**config.mk**
```make
export PLATFORM = sky130hd
export DESIGN_NAME = shift_mul_ctrl
export DESIGN_NICKNAME = d
export VERILOG_FILES = /design/src/rtl/shift_mul_ctrl.sv
export SDC_FILE = /design/constraint.sdc
export NUM_CORES = 1
export LEC_CHECK = 0
export ABC_AREA = 1
export ABC_CLOCK_PERIOD_IN_PS = 2900
export CORE_MARGIN = 2
export CORE_UTILIZATION = 35
export CTS_CLUSTER_DIAMETER = 30
export CTS_CLUSTER_SIZE = 28
export DETAILED_ROUTE_END_ITERATION = 10
export SYNTH_ARGS = -nofsm -noshare
export SYNTH_HDL_FRONTEND = slang
export SYNTH_SLANG_ARGS = --single-unit
```
**constraint.sdc**
```tcl
create_clock -name clk -period 2.9 [get_ports clk]
set_clock_uncertainty 0.2 [all_clocks]
set_input_delay 0.29 -clock clk [delete_from_list [all_inputs] [get_ports clk]]
set_output_delay 0.29 -clock clk [all_outputs]
set_load 0.05 [all_outputs]
```
**src/rtl/shift_mul_ctrl.sv**
```systemverilog
// shift_mul_ctrl: shift-and-add 6-bit multiply sequencer driving the ALU's shared left shifter
// Optional EARLY_EXIT_EN ends the run once no set multiplier bits remain.
module shift_mul_ctrl #(
  parameter int WIDTH = 6,
  parameter int CNT_W = 3
) (
  input  logic             clk,
  input  logic             rst,
  input  logic             start,
  input  logic [WIDTH-1:0] op_a,
  input  logic [WIDTH-1:0] op_b,
  output logic             ready,
  output logic             busy,
  output logic             done,
  output logic [WIDTH-1:0] result,
  output logic             ovf,
  output logic [WIDTH-1:0] sh_a,
  output logic [WIDTH-1:0] sh_b,
  input  logic [WIDTH-1:0] sh_c
);
  typedef enum logic [1:0] {IDLE, RUN, DONE} state_t;
  state_t state, state_n;
  logic [CNT_W-1:0] idx;
  logic [WIDTH-1:0] a_q, b_q, acc;
  logic ovf_q, last, lost;
  logic [WIDTH:0] sum;
  logic [2*WIDTH-1:0] wide;
  always_comb begin
    sum = {1'b0, acc} + {1'b0, sh_c};
    // bits of the multiplicand pushed past the top by this shift
    wide = {{WIDTH{1'b0}}, a_q} << idx;
    lost = |wide[2*WIDTH-1:WIDTH];
`ifdef EARLY_EXIT_EN
    last = (idx == CNT_W'(WIDTH - 1)) || ((b_q >> (idx + 1'b1)) == '0);
`else
    last = idx == CNT_W'(WIDTH - 1);
`endif
    state_n = state == IDLE ? (start ? RUN : IDLE) :
              state == RUN  ? (last ? DONE : RUN) : IDLE;
  end
  always_ff @(posedge clk) begin
    if (rst) begin
      state <= IDLE;
      idx   <= '0;
      acc   <= '0;
      a_q   <= '0;
      b_q   <= '0;
      ovf_q <= 1'b0;
    end else begin
      state <= state_n;
      if (state == IDLE && start) begin
        a_q   <= op_a;
        b_q   <= op_b;
        acc   <= '0;
        ovf_q <= 1'b0;
        idx   <= '0;
      end else if (state == RUN) begin
        idx <= last ? '0 : idx + 1'b1;
        if (b_q[idx]) begin
          acc <= sum[WIDTH-1:0];
          if (sum[WIDTH] || lost) ovf_q <= 1'b1;
        end
      end
    end
  end
  assign ready  = state == IDLE;
  assign busy   = state == RUN;
  assign done   = state == DONE;
  assign result = acc;
  assign ovf    = ovf_q;
  assign sh_a   = busy ? a_q : '0;
  assign sh_b   = busy ? {{(WIDTH-CNT_W){1'b0}}, idx} : '0;
endmodule

```
Word level (Yosys, flattened, before mapping)
Index checks and enable logic that the tools add are counted.
W data, S select, Z words.

storage, ports and cells
  bits in registers = 24
  input bits = 21
  output and inout port bits = 22
  logic and storage cells = 29

operators by class
  $add $sub $neg = 2
  order comparisons = 1
  eq/ne operators = 3
  shift operators = 1
  mux-type cells = 9
  reductions and logical operators = 7

operators by type and width
  kind                   count
  $shl A6 B3 Y12         1
  $add A6 B6 Y7          1
  $mux W2                3
  $mux W3                2
  $mux W6                1
  $reduce_or A6 Y1       1
  $lt A3 B4 Y1 const B   1
  $add A3 B1 Y3 const B  1
  $bmux W1 S3            1
  $eq A3 B3 Y1 const B   1
  $reduce_and A3 Y1      1
  $eq A2 B1 Y1 const B   1
  $eq A2 B2 Y1 const B   1
  $logic_not A2 Y1       1
  $mux W1                2
  $reduce_and A2 Y1      1
  $reduce_or A2 Y1       1
  $logic_and A1 B1 Y1    1
  $logic_or A1 B1 Y1     1

Longest topological paths before layout
Gate-level depths: netlist of the first run.

  word-level depth = 4
  gate-level depth with buffers = 10
  mapped depth without buffers = 10

Worst setup path before layout of the first run
No wires, ideal clock.

  kind = flip-flop to output port
  start = reg state[0]
  end = out sh_a[0]
  data arrival time = 1.822 ns
  path slack = 0.588 ns
  cell stages (with the launch flop) = 6
  cells stage by stage = dfxtp_1 > inv_2 > nor2_2 > inv_2 > buf_6 > nor2_1

on the way
  cells in the longest elaborated chain, start to end = 2

ends and longest elaborated chain
  what                    RTL line  source
  from (decl)             22        state_t state, state_n;
  from (signal assigned)  50        state <= state_n;
  $eq A2 B1 Y1            67        assign busy = state == RUN;
  via busy                13        output logic busy,
  $mux W6                 71        assign sh_a = busy ? a_q : '0;
  to (decl)               17        output logic [WIDTH-1:0] sh_a,

The timed path passes the listed nets, and every way through them passes these cells.

Worst setup path after layout of the first run
  start = reg state[0]
  end = out sh_b[2]

on the way
  cells in the longest elaborated chain, start to end = 2

ends and longest elaborated chain
  what          RTL line  source
  $eq A2 B1 Y1  67
  $mux W3       72        assign sh_b = busy ? {{(WIDTH-CNT_W){1'b0}}, idx} : '0;
  to (decl)     18        output logic [WIDTH-1:0] sh_b,

Every way passes these cells.

==> results by group, run 1 <==
Synthesis
  – Synth Cell Area: 1310 sq um
  – Leading area contributor after synthesis: dfxtp_1
  – Top cells by area, synth: dfxtp_1, nor2_1, o21ai_0
  – Post-synth EDFFs: 0
  – Avg Inst Size Synth: 7.19 sq um
  – Yosys reg bits: 24
  – Most frequent cells after synthesis: nor2_1, dfxtp_1, o21ai_0, nand2_1, inv_1
  – Most common cell in the synthesized netlist: nor2_1
  – Share of the yosys chip area belonging to registers: 0.367
  – Synth cell types: 26
  – FFs w/ async S/R, synth: 0
  – Ys flop type: dfxtp_1
  – Yosys Warn Count: 0
  – Syn Inst Count: 182
  – Post-synth top area share: 0.367

Placed design
  – Placed cells: 264
  – PortBufs: 39
  – Placer Congestion: 0.777
  – HPWL after DPL: 2240 um

Floorplanning
  – Chip width: 65.2 um
  – Die ar.: 4240 sq um
  – FP Rows: 22
  – Initial Utilization: 0.360
  – Ports: 43
  – Core area: 3630 sq um
  – DIE HEIGHT: 65.2 um

GRT
  – Vias in the first global route: 1,093
  – Remaining Overflow, GRT: 0
  – Initial antenna violation count: 0
  – Largest net degree at the start of global routing: 23
  – Total GRT Usage: 0.146
  – First-pass GRT wire length: 4820 um

Clock tree
  – Clk_lat worst skew: 270 ps
  – Post-CTS Setup Bufs: 0
  – CTS buffer count: 3
  – CTS Hold Bufs: 0
  – Clock transition at path regs: 80 ps
  – CTS Buffer Depth: 2
  – Clock sink total: 24
  – Root Buffer: clkbuf_8
  – Post-cts sizing count: 0
  – Htree depth: 1
  – CTS tree: done

Timing
  – Slew Limit Fails: 0
  – Final hold violations: 0
  – FMAX: 395 MHz
  – RSZ-0062 raised after global routing: no
  – Final setup vio count: 0
  – Measured slew at the worst slew-check pin: 508 ps
  – Min Clock Period, post-route: 2530 ps
  – Fin crit share: 0.872
  – TNS Setup: 0 ps
  – Worst relative slew slack: 0.660

Routing
  – DRC violations left: 0
  – Number of nets with antenna violations after routing: 0
  – Initial drt markers: 44
  – Vias per cell: 4.49
  – DR vias: 1,202
  – Post-detailed-routing wire length: 2820 um
  – Drt first pass iters: 4
  – Avg WL per Cell: 10.5 um

Setup path
  – Nature of the critical path endpoint: primary output
  – Worst path bufs/invs: 3
  – Crit-path max FO: 11
  – Startpoint types: register
  – CP max stage delay: 820 ps
  – Required @ worst endpoint: 2410 ps
  – Worst-path cell chain: inv_2 > nor2_2 > inv_2 > nor2_1 > clkdlybuf4s50_1
  – Reg2Reg Setup Slack: 1120 ps
  – Most used cell, CP: inv_2
  – Crit path kind: register to primary output
  – Arrival time worst endpoint: 2040 ps
  – Top cell family by delay on the critical path: buffers and inverters
  – Worst path slowest cell: clkdlybuf4s50_1

Final layout
  – Number of nets in the layout: 249
  – Multi-input logic area: 693 sq um
  – Fillers: 389
  – Number of antenna diodes: 0
  – Fin cells: 268
  – FF/Latch Area: 480 sq um
  – Layout Area Growth over Synthesis: 37.0%
  – Share of post-route cells with drive strength above 1: 0.0864

Pwr
  – Power density over the cells: 459 nW/um^2
  – VDD IR max: 0.000187 V
  – Leakage: 0.764 nW

Run
  – Max Cap Viol: 0

Outcome
  – Outcome: finished, final reports clean

Worst hold path
  – Hold Path Class: register to register
-- power breakdown --
| part | switching (W) | leakage [nW] | internal, W |
|---|---|---|---|
| registers | 0.0000118 | 0.197 | 0.000348 |
| clock network | 0.000110 | 0.0357 | 0.000185 |
| logic | 0.000104 | 0.531 | 0.0000655 |
| total | 0.000226 | 0.764 | 0.000598 |
-- worst paths after layout --
path                   from   endpoint  cells past startpoint
setup / recovery   state[0]    sh_b[2]                      5
hold / removal       b_q[1]     b_q[1]                      2
setup reg to reg  result[0]  result[4]                      7
hold reg to reg      b_q[1]     b_q[1]                      2
-- worst register-to-register path: stages (launching register included) --
cell     delay, ps
dfxtp_1        330
ha_1           230
fa_1           410
nand3_1        100
nand2_1         80
xor2_1         150
nor2_1         120
nor2_1          60
-- flip-flops by register name (all words and copies together), names as in the netlist --
| register | count |
|---|---|
| state | 2 |
| a_q | 6 |
| idx | 3 |
| ovf | 1 |
| result | 6 |
| b_q | 6 |
-- cells by family (layout without fill, tap and decap cells) --
group | count (synthesis) | in the layout | synth area share
AO/OA/AOI/OAI | 44 | 44 | 0.179
XOR/XNOR | 3 | 3 | 0.0201
adder cells (fa/ha/maj) | 7 | 7 | 0.0727
buffers and inverters | 32 | 68 | 0.109
flip-flops | 24 | 24 | 0.367
other | 1 | 3 | 0.00287
AND/OR/NAND/NOR | 71 | 71 | 0.250
-- final cells by class --
type / instances / area share
clock buffers: 3 / 0.0230
clock inverters: 1 / 0.0167
inverters: 24 / 0.0502
multi-input cells: 128 / 0.387
flip-flops and latches: 24 / 0.268
well taps: 48 / 0.0335
repair buffers: 40 / 0.222
-- layout by cell type, fill, tap and decap left out --
cell             synthesis  routed
nor3_1                   1       1
o21ai_2                  1       1
bufinv_16                0       1
ha_1                     6       6
nand2_2                  1       1
nand4_1                  2       2
inv_1                   19      19
inv_2                    5       5
nor2_1                  34      34
o21ai_0                 21      21
clkdlybuf4s50_1          0      39
a21oi_2                  2       2
o211ai_1                 1       1
nor2_2                   1       1
nand2_1                 20      20
xor2_1                   3       3
o21ai_1                  2       2
nor2_8                   1       1
buf_4                    4       1
conb_1                   1       3
nand3_1                  8       8
a21oi_1                 17      17
nor2_4                   2       2
fa_1                     1       1
clkbuf_8                 0       3
dfxtp_1                 24      24
nand2_4                  1       1
-- layer usage --
layer / GRT usage / vias to the layer above / routed length [um]
li1: - / 659 / -
met1: 0.197 / 508 / 1390
met2: 0.223 / 30 / 1210
met3: 0.0325 / 5 / 153
met4: 0.0703 / 0 / 61
met5: 0 / - / 0
-- stage by stage --
stage	utilization	setup WS, ps	instance area, sq um	hold slack (ps)	power (W)
finish	0.493	371	1790	261	0.000824
global route	0.493	272	1790	278	0.000862
CTS	0.493	364	1790	266	0.000832
detailed placement	0.474	686	1720	252	0.000538
global placement	0.474	682	1720	245	0.000538
floorplan	-	588	1320	159	0.000483
No activity file was read; power rests on OpenSTA's default activity.
==> run 2, diff against run 1 <==
ABC_CLOCK_PERIOD_IN_PS = default   (was 2900)
==> results of run 2 <==
Same layout as run 1: the final DEF is identical, and so are final timing and power.
==> run 3, diff against run 2 <==
CTS_CLUSTER_SIZE = 20   (was 28)
==> results of run 3 <==
Same layout as run 1: the final DEF is identical, and so are final timing and power.
